<file path="src/rtl/ex_muldiv_unit.sv">
// Iterative RV32M multiply/divide unit beside the EX-stage ALU: shift-add multiplier and
// restoring divider, one bit per cycle, with pipeline stall request and a registered result.
module ex_muldiv_unit #(
   parameter int WIDTH = 32
) (
   input  logic             clk,
   input  logic             reset,
   input  logic             start,
   input  logic [2:0]       FUNCT3_EX,
   input  logic [WIDTH-1:0] OP_A,
   input  logic [WIDTH-1:0] OP_B,
   input  logic             flush,
   output logic             busy,
   output logic             done,
   output logic [WIDTH-1:0] RESULT,
   output logic             stall_EX
);

   localparam int CW = $clog2(WIDTH);
   localparam logic [WIDTH-1:0] ZERO_W    = {WIDTH{1'b0}};
   localparam logic [WIDTH-1:0] ONES_W    = {WIDTH{1'b1}};
   localparam logic [WIDTH-1:0] ONE_W     = {{(WIDTH-1){1'b0}}, 1'b1};
   localparam logic [WIDTH-1:0] MIN_NEG_W = {1'b1, {(WIDTH-1){1'b0}}};
   localparam logic [CW-1:0]    LAST_IT   = CW'(WIDTH - 1);

   typedef enum logic [1:0] {
      IDLE = 2'd0,
      CALC = 2'd1,
      DONE = 2'd2
   } state_t;

   state_t           state_r;
   logic [CW-1:0]    counter_r;
   logic [2:0]       funct3_r;
   logic [WIDTH-1:0] acc_r;      // product high half / partial remainder
   logic [WIDTH-1:0] lo_r;       // multiplier -> product low half / dividend -> quotient
   logic [WIDTH-1:0] opb_r;      // multiplicand / divisor magnitude
   logic [WIDTH-1:0] result_r;
   logic             neg_q_r;
   logic             neg_r_r;
   logic             busy_r;
   logic             done_r;

   function automatic logic [WIDTH-1:0] neg_if(input logic [WIDTH-1:0] v, input logic neg);
      neg_if = neg ? (~v + ONE_W) : v;
   endfunction

   // operand sign decode and magnitude conversion at the accept edge
   logic             a_signed_s, b_signed_s, sign_a_s, sign_b_s;
   logic             is_div_s, div_zero_s, div_ovf_s, special_s;
   logic [WIDTH-1:0] mag_a_s, mag_b_s, special_res_s;

   always_comb begin
      a_signed_s = (FUNCT3_EX == 3'b001) || (FUNCT3_EX == 3'b010) ||
                   (FUNCT3_EX == 3'b100) || (FUNCT3_EX == 3'b110);
      b_signed_s = (FUNCT3_EX == 3'b001) || (FUNCT3_EX == 3'b100) || (FUNCT3_EX == 3'b110);
      sign_a_s   = a_signed_s && OP_A[WIDTH-1];
      sign_b_s   = b_signed_s && OP_B[WIDTH-1];
      mag_a_s    = neg_if(OP_A, sign_a_s);
      mag_b_s    = neg_if(OP_B, sign_b_s);
      is_div_s   = FUNCT3_EX[2];
      div_zero_s = is_div_s && (OP_B == ZERO_W);
      div_ovf_s  = is_div_s && !FUNCT3_EX[0] && (OP_A == MIN_NEG_W) && (OP_B == ONES_W);
      special_s  = div_zero_s || div_ovf_s;
      special_res_s = ZERO_W;
      if (div_zero_s) begin
         special_res_s = FUNCT3_EX[1] ? OP_A : ONES_W;
      end else if (FUNCT3_EX[1]) begin
         special_res_s = ZERO_W;
      end else begin
         special_res_s = MIN_NEG_W;
      end
   end

   // one multiply or divide iteration, plus the sign-corrected final result
   logic [WIDTH:0]     mul_sum_s, div_shift_s, div_diff_s;
   logic               div_ok_s;
   logic [WIDTH-1:0]   acc_nxt_s, lo_nxt_s, final_res_s;
   logic [2*WIDTH-1:0] prod_s, prod_fix_s;

   always_comb begin
      mul_sum_s   = {1'b0, acc_r} + (lo_r[0] ? {1'b0, opb_r} : {1'b0, ZERO_W});
      div_shift_s = {acc_r, lo_r[WIDTH-1]};
      div_diff_s  = div_shift_s - {1'b0, opb_r};
      div_ok_s    = !div_diff_s[WIDTH];
      acc_nxt_s   = ZERO_W;
      lo_nxt_s    = ZERO_W;
      if (funct3_r[2]) begin
         acc_nxt_s = div_ok_s ? div_diff_s[WIDTH-1:0] : div_shift_s[WIDTH-1:0];
         lo_nxt_s  = {lo_r[WIDTH-2:0], div_ok_s};
      end else begin
         acc_nxt_s = mul_sum_s[WIDTH:1];
         lo_nxt_s  = {mul_sum_s[0], lo_r[WIDTH-1:1]};
      end
      prod_s      = {acc_nxt_s, lo_nxt_s};
      prod_fix_s  = neg_q_r ? (~prod_s + {{WIDTH{1'b0}}, ONE_W}) : prod_s;
      final_res_s = ZERO_W;
      if (funct3_r[2]) begin
         final_res_s = funct3_r[1] ? neg_if(acc_nxt_s, neg_r_r) : neg_if(lo_nxt_s, neg_q_r);
      end else if (funct3_r[1:0] == 2'b00) begin
         final_res_s = prod_fix_s[WIDTH-1:0];
      end else begin
         final_res_s = prod_fix_s[2*WIDTH-1:WIDTH];
      end
   end

   // control FSM with datapath registers; reset beats flush, flush beats start/iteration
   always_ff @(posedge clk) begin
      if (reset) begin
         state_r   <= IDLE;
         counter_r <= {CW{1'b0}};
         funct3_r  <= 3'b000;
         acc_r     <= ZERO_W;
         lo_r      <= ZERO_W;
         opb_r     <= ZERO_W;
         result_r  <= ZERO_W;
         neg_q_r   <= 1'b0;
         neg_r_r   <= 1'b0;
         busy_r    <= 1'b0;
         done_r    <= 1'b0;
      end else if (flush) begin
         state_r   <= IDLE;
         counter_r <= {CW{1'b0}};
         busy_r    <= 1'b0;
         done_r    <= 1'b0;
      end else begin
         case (state_r)
            IDLE: begin
               done_r <= 1'b0;
               if (start) begin
                  funct3_r  <= FUNCT3_EX;
                  counter_r <= {CW{1'b0}};
                  neg_q_r   <= sign_a_s ^ sign_b_s;
                  neg_r_r   <= sign_a_s;
                  acc_r     <= ZERO_W;
                  busy_r    <= 1'b1;
                  // divider shifts the dividend through lo_r; multiplier shifts OP_B
                  lo_r      <= is_div_s ? mag_a_s : mag_b_s;
                  opb_r     <= is_div_s ? mag_b_s : mag_a_s;
                  if (special_s) begin
                     result_r <= special_res_s;
                     done_r   <= 1'b1;
                     state_r  <= DONE;
                  end else begin
                     state_r  <= CALC;
                  end
               end else begin
                  busy_r  <= 1'b0;
                  state_r <= IDLE;
               end
            end
            CALC: begin
               acc_r     <= acc_nxt_s;
               lo_r      <= lo_nxt_s;
               counter_r <= counter_r + {{(CW-1){1'b0}}, 1'b1};
               if (counter_r == LAST_IT) begin
                  result_r <= final_res_s;
                  done_r   <= 1'b1;
                  state_r  <= DONE;
               end else begin
                  state_r  <= CALC;
               end
            end
            DONE: begin
               done_r  <= 1'b0;
               busy_r  <= 1'b0;
               state_r <= IDLE;
            end
            default: begin
               done_r  <= 1'b0;
               busy_r  <= 1'b0;
               state_r <= IDLE;
            end
         endcase
      end
   end

   assign busy     = busy_r;
   assign done     = done_r && !flush;
   assign RESULT   = result_r;
   assign stall_EX = ((state_r == IDLE) && start && !flush) || (state_r == CALC);

endmodule

</file>
<file path="config.mk">
export PLATFORM = sky130hd
export DESIGN_NAME = ex_muldiv_unit
export DESIGN_NICKNAME = d
export VERILOG_FILES = /design/src/rtl/ex_muldiv_unit.sv
export SDC_FILE = /design/constraint.sdc
export NUM_CORES = 1
export LEC_CHECK = 0
export BUFFER_PORTS_ARGS = -buffer_cell sky130_fd_sc_hd__clkbuf_2
export CAP_MARGIN = 20
export CORE_ASPECT_RATIO = 1.2
export CORE_MARGIN = 5
export CORE_UTILIZATION = 30
export DETAILED_ROUTE_END_ITERATION = 10
export SETUP_SLACK_MARGIN = 0.2
export SLEW_MARGIN = 5
export SYNTH_ARGS = -nofsm -noshare
export SYNTH_HDL_FRONTEND = slang
export SYNTH_SLANG_ARGS = --single-unit
</file>
<file path="constraint.sdc">
create_clock -name clk -period 14.7 [get_ports clk]
set_clock_uncertainty 0.2 [all_clocks]
set_input_delay 1.47 -clock clk [delete_from_list [all_inputs] [get_ports clk]]
set_output_delay 1.47 -clock clk [all_outputs]
set_load 0.02 [all_outputs]
</file>
==> results.yml, run 1 <==
run_status:
  status: "finished, final reports clean"
floorplan:
  core_area_um2: 52610
  die-area_um2: 57840
  io-pin-count: 106
  fp-row-count: 92
  start_util: 0.3029
  die-height_um: 262.5
  die_w_um: 220.4
clocking:
  ctsHoldBuffers: 0
  cts_resized: 0
  h-tree-depth: 4
  clk_latency_ps: 460
  cts_tree: "done"
  cts_max_path_buffers: 2
  cts.sinks: 142
  postCtsSetupRepairBufs: 0
  numCtsBuffers: 17
  clkTransAtPathRegs_ps: 70
  cts_root_buffer: "clkbuf_16"
logic_synthesis:
  yosysWarnings: 0
  synth_cell_types: 101
  ys_top_cells_by_count: "255 x nor2_1, 242 x nand2_1, 191 x a21oi_1"
  synthesis.area_um2: 15930
  synthCells: 2274
  synth.most_common_cell: "nor2_1"
  syn-mean-instance-area_um2: 7.007
  synth.top_cell.area_share: 0.1784
  ys_top_cells_by_area: "dfxtp_1 18%, xnor2_1 6.1%, nor2_1 6.0%, a21oi_1 6.0%, nand2_1 5.7%"
  synth-edff-count: 0
  yosys_most_used_dff: "dfxtp_1"
  synth-async-reset-ratio: 0
  synth_fp_nets: 2418
  ys_seq_area_frac: 0.1784
  synth_top_cell_by_area: "dfxtp_1"
  ys_ff_latch: 142
detailed_routing:
  ant_nets: 0
  vias: 17910
  wl_um: 71970
  drt_iter0_drc: 1970
  drtPass1Iterations: 8
  via_per_inst: 5.971
  drc: 0
  routedWlPerCell_um: 24.00
global_routing:
  grt_first_pass_wirelength_um: 107000
  overflow: 0
  grtUsageTotal: 0.2397
  grt_pass1_vias: 17080
  grt_start_max_net_pins: 81
  antenna_found_initial: 1
timing:
  hold_viol_final: 0
  slew_violations: 0
  tightest_slew_ps: 1085
  min_period_ps: 6373
  setup_ws_ps: 8327
  setup_violations: 0
  min_period_over_period: 0.4335
  fmax_ghz: 0.1569
  rsz0062_at_grt: "false"
  tns_ps: 0
  slew-limit-headroom: 0.2726
worst_hold_path:
  min_to: "RESULT[22]"
  hold_class: "register to register"
  hold_depth: 2
  hold_start: "RESULT[22]"
placed_design:
  place_ws_ps: 8512
  dp.final_hpwl_um: 56920
  gp_congestion: 1.020
  io_buffers: 105
critical_path:
  worstPathRequired_ps: 14900
  rr_endpoint: "RESULT[2]"
  crit_path_max_incr_delay_ps: 700
  cp_max_fo: 19
  r2r_cells: 20
  r2r_start: "lo_r[31]"
  cp-start-kind: "register"
  crit_type: "register to register"
  cp.arrival_ps: 6570
  critPathSlowestCell: "or3_1"
  ff2ff_setup_slack_ps: 8330
  crit_path_end_kind: "register"
  worstPathCellList: "inv_1 -> ha_1 -> inv_1 -> fa_1 -> a211oi_1 -> o211ai_2 -> nand4_2 -> a211oi_4 -> o21a_1 -> nor3_1 -> a21oi_1 -> ha_1 -> nand4_1 -> or3_1 -> o21ai_0 -> o22ai_1 -> xnor2_1 -> a221oi_1 -> o221ai_1 -> nand2_1"
finish:
  layout-drive-gt1-share: 0.1055
  diodes: 0
  fillers: 5787
  syn_to_final_growth_pct: 10.33
  nets: 2425
power_and_ir_drop:
  vdd_drop_max_mv: 0.08645
  cellLeakagePower_uw: 0.006658
  power_density_nw_per_um2: 77.28
  p_total_uw: 1358
run:
  maxCapViolCount: 0
[sequential cells by signal, summed over array words and instances (netlist names)]
signal,flops
RESULT,32
done_r,1
neg_r_r,1
lo_r,32
busy,1
state_r,2
counter_r,5
opb_r,32
acc_r,32
neg_q_r,1
funct3_r,3
[worst max path at each step]
| stage | start | to | slack (ps) | cells past startpoint |
|---|---|---|---|---|
| 4_1_cts | lo_r[31] | RESULT[2] | 8460 | 20 |
| 2_1_floorplan | OP_B[14] | RESULT[31] | 9630 | 11 |
| 3_5_place_dp | lo_r[31] | RESULT[2] | 8510 | 20 |
| 6_report | lo_r[31] | RESULT[2] | 8330 | 20 |
| 3_3_place_gp | lo_r[0] | RESULT[30] | 8350 | 15 |
| 5_1_grt | lo_r[31] | RESULT[4] | 7930 | 20 |
[worst max-delay path, delay by kind of cell (launching register included)]
kind	cells	cell delay (ps)
AO/OA/AOI/OAI	9	2980
adder cells (fa/ha/maj)	3	860
buffers and inverters	2	160
XOR/XNOR	1	170
flip-flops	1	500
AND/OR/NAND/NOR	5	1430
[report_power, final]
group / internal [uW] / total (uW) / switching (uW)
clock: 256 / 463 / 207
sequential: 399 / 421 / 22.4
combinational: 152 / 474 / 323
[per-layer routing]
| layer | track usage | share of wire |
|---|---|---|
| met5 | 0 | 0 |
| met4 | 0.1598 | 0.079 |
| met3 | 0.04159 | 0.071 |
| met2 | 0.3859 | 0.46 |
| met1 | 0.2903 | 0.39 |
[per-stage QoR]
step	std cells	area, um^2	util	hold WS, ps
after CTS	2998	17570	0.3340	266.6
after detailed placement	2966	16970	0.3226	252.3
after global routing	2999	17580	0.3342	281.4
after floorplan	2274	15930	-	240.3
final	2999	17580	0.3342	263.5
after global placement	2965	16970	0.3225	238.2
[cell usage in the layout, fill, tap and decap left out, types with 17 or more instances in the layout]
master	count
o31ai_1	34
a211oi_1	38
nand4_1	27
inv_1	60
o21ai_0	149
o21a_1	17
nand2b_1	19
a21oi_1	191
mux2i_1	57
a21o_1	27
nor2b_1	28
nand2_1	242
xnor2_1	111
nand3_1	40
dfxtp_1	140
clkbuf_2	104
clkbuf_16	17
nor4_1	19
ha_1	71
a31oi_1	29
or3_1	24
o211ai_1	68
nor2_1	255
xor2_1	68
buf_4	37
o221ai_1	17
and2_1	43
a22oi_1	29
nor3_1	74
[cell type report]
cell class / count / area, um^2 / share of cell area
Multi-Input combinational cell: 1918 / 12220 / 0.6952
Sequential cell: 142 / 2848 / 0.1620
Tap cell: 705 / 882.1 / 0.05018
Timing Repair Buffer: 142 / 803.3 / 0.04569
Clock buffer: 17 / 425.4 / 0.02420
Inverter: 60 / 225.2 / 0.01281
Clock inverter: 15 / 173.9 / 0.009893
[cells by family (layout without fill, tap and decap cells)]
family                   after synthesis  after routing  share of synthesized area
AND/OR/NAND/NOR                      852            852                     0.2548
AO/OA/AOI/OAI                        751            751                     0.3142
buffers and inverters                214            234                    0.05591
XOR/XNOR                             179            179                    0.09839
flip-flops                           142            142                     0.1784
adder cells (fa/ha/maj)               73             73                    0.05826
multiplexers                          63             63                    0.04005
Power figures use the tool's default switching activity.
==> run 2: changes to the inputs <==
clock period = 5.52 ns   (was 14.7 ns; I/O delays follow)
==> results.yml, run 2 (synthesis results as in run 1) <==
detailed_routing:
  wl_um: 74120
  ant_nets: 0
  drt_iter0_drc: 2050
  drtPass1Iterations: 8
  via_per_inst: 5.934
  routedWlPerCell_um: 24.04
  vias: 18290
  drc: 0
global_routing:
  grtUsageTotal: 0.2459
  grt_pass1_vias: 17180
  grt_start_max_net_pins: 80
  grt_first_pass_wirelength_um: 109900
  overflow: 0
  antenna_found_initial: 1
floorplan:
  io-pin-count: 106
  die-height_um: 262.5
  die_w_um: 220.4
  die-area_um2: 57840
  start_util: 0.3029
  fp-row-count: 92
  core_area_um2: 52610
critical_path:
  cp_max_fo: 24
  cp-start-kind: "register"
  critPathSlowestCell: "dfxtp_1"
  cp_common_cell: "o211ai_2"
  worstPathRequired_ps: 5680
  crit_path_end_kind: "register"
  crit_type: "register to register"
  crit_path_max_incr_delay_ps: 430
  cp.arrival_ps: 5340
  worstPathCellList: "inv_1 -> ha_1 -> o211ai_2 -> o211ai_2 -> nand4_2 -> a211oi_4 -> buf_4 -> or3_1 -> buf_12 -> nand2_2 -> o221a_1 -> or3b_1 -> or2_1 -> o31ai_2 -> xnor2_1 -> o221ai_1 -> a311oi_1"
placed_design:
  dp.final_hpwl_um: 58930
  gp_congestion: 1.008
  io_buffers: 105
  place_ws_ps: 238.4
worst_hold_path:
  hold_class: "primary input to register"
timing:
  rsz0062_at_grt: "true"
  setup_ws_ps: 336.1
  slew-limit-headroom: 0.3550
  fmax_ghz: 0.1929
  slew_violations: 0
  hold_viol_final: 0
  min_period_over_period: 0.9391
  setup_violations: 0
  fin_hold_ws_ps: 227.2
  min_period_ps: 5184
  tns_ps: 0
  tightest_slew_ps: 961.7
power_and_ir_drop:
  power_density_nw_per_um2: 202.0
  p_total_uw: 3697
  cellLeakagePower_uw: 0.007091
  vdd_drop_max_mv: 0.2457
clocking:
  numCtsBuffers: 17
  cts_max_path_buffers: 2
  clkTransAtPathRegs_ps: 70
  cts_tree: "done"
  h-tree-depth: 4
  cts_root_buffer: "clkbuf_16"
  ctsHoldBuffers: 0
  cts.sinks: 142
  clk_latency_ps: 460
finish:
  layout-drive-gt1-share: 0.1418
  layout_common_cells: "254 x nor2_1, 242 x nand2_1, 190 x a21oi_1"
  nets: 2508
  final_common_cell: "nor2_1"
  syn_to_final_growth_pct: 14.86
run_status:
  status: "finished, final reports clean"
run:
  maxCapViolCount: 0
==> run 2: cell types whose count changed in the layout (fill, tap and decap cells not counted), moves of 3 or more <==
cell / before / now
clkbuf_1: 0 / 3
buf_4: 37 / 119
o21ai_0: 149 / 146
inv_8: 3 / 0
==> run 2: layer usage <==
| metal | routed length (um) | global-route usage | vias to the layer above |
|---|---|---|---|
| met3 | 4729 | 0.03042 | 187 |
| met4 | 4679 | 0.1338 | 0 |
| met2 | 34720 | 0.4051 | 881 |
| met1 | 29980 | 0.3100 | 8704 |
| li1 | - | - | 8521 |
| met5 | 0 | 0 | - |
==> run 2: through the flow <==
step | cell area, um^2 | utilization | instances
finish | 18300 | 0.3479 | 3083
global route | 18300 | 0.3479 | 3082
CTS | 18160 | 0.3452 | 3075
detailed placement | 17570 | 0.3339 | 3043
global placement | 17570 | 0.3339 | 3043
floorplan | 15930 | - | 2274
==> run 2: layout make-up <==
class,count,area [um^2]
Clock buffer,22,464.2
Timing Repair Buffer,225,1445
Fill cell,5731,34300
Antenna cell,1,2.502
Clock inverter,10,127.6
Sequential cell,142,2849
Inverter,60,225.2
Multi-Input combinational cell,1918,12310
Tap cell,705,882.1
==> run 2: path summary, 6_finish.rpt <==
kind,slack [ps],end,from,cells after the start
worst max-delay path,340,RESULT[14],opb_r[5],17
worst min-delay path,230,funct3_r[0],FUNCT3_EX[0],3
worst max register to register,340,RESULT[14],opb_r[5],17
worst min register to register,250,RESULT[2],RESULT[2],2
==> run 2: critical path, delay by kind of cell, from the launching register on <==
kind	cells	cell delay (ps)
DFF	1	430
xor gates and xnor gates	1	190
AOI/OAI and AO/OA	7	1940
adders and majority gates	1	380
buffers and inverters	3	490
and+or+nand+nor	5	1430
==> run 2: power breakdown <==
part | internal [uW] | leakage, uW | switching (uW)
registers | 1060 | 0.00116 | 53.1
logic | 463 | 0.00565 | 890
clock network | 698 | 0.000283 | 530
==> run 2: repair_timing <==
action                     CTS  global route
setup endpoints to repair    0            22
setup buffers                0             6
gates resized for setup      0            25
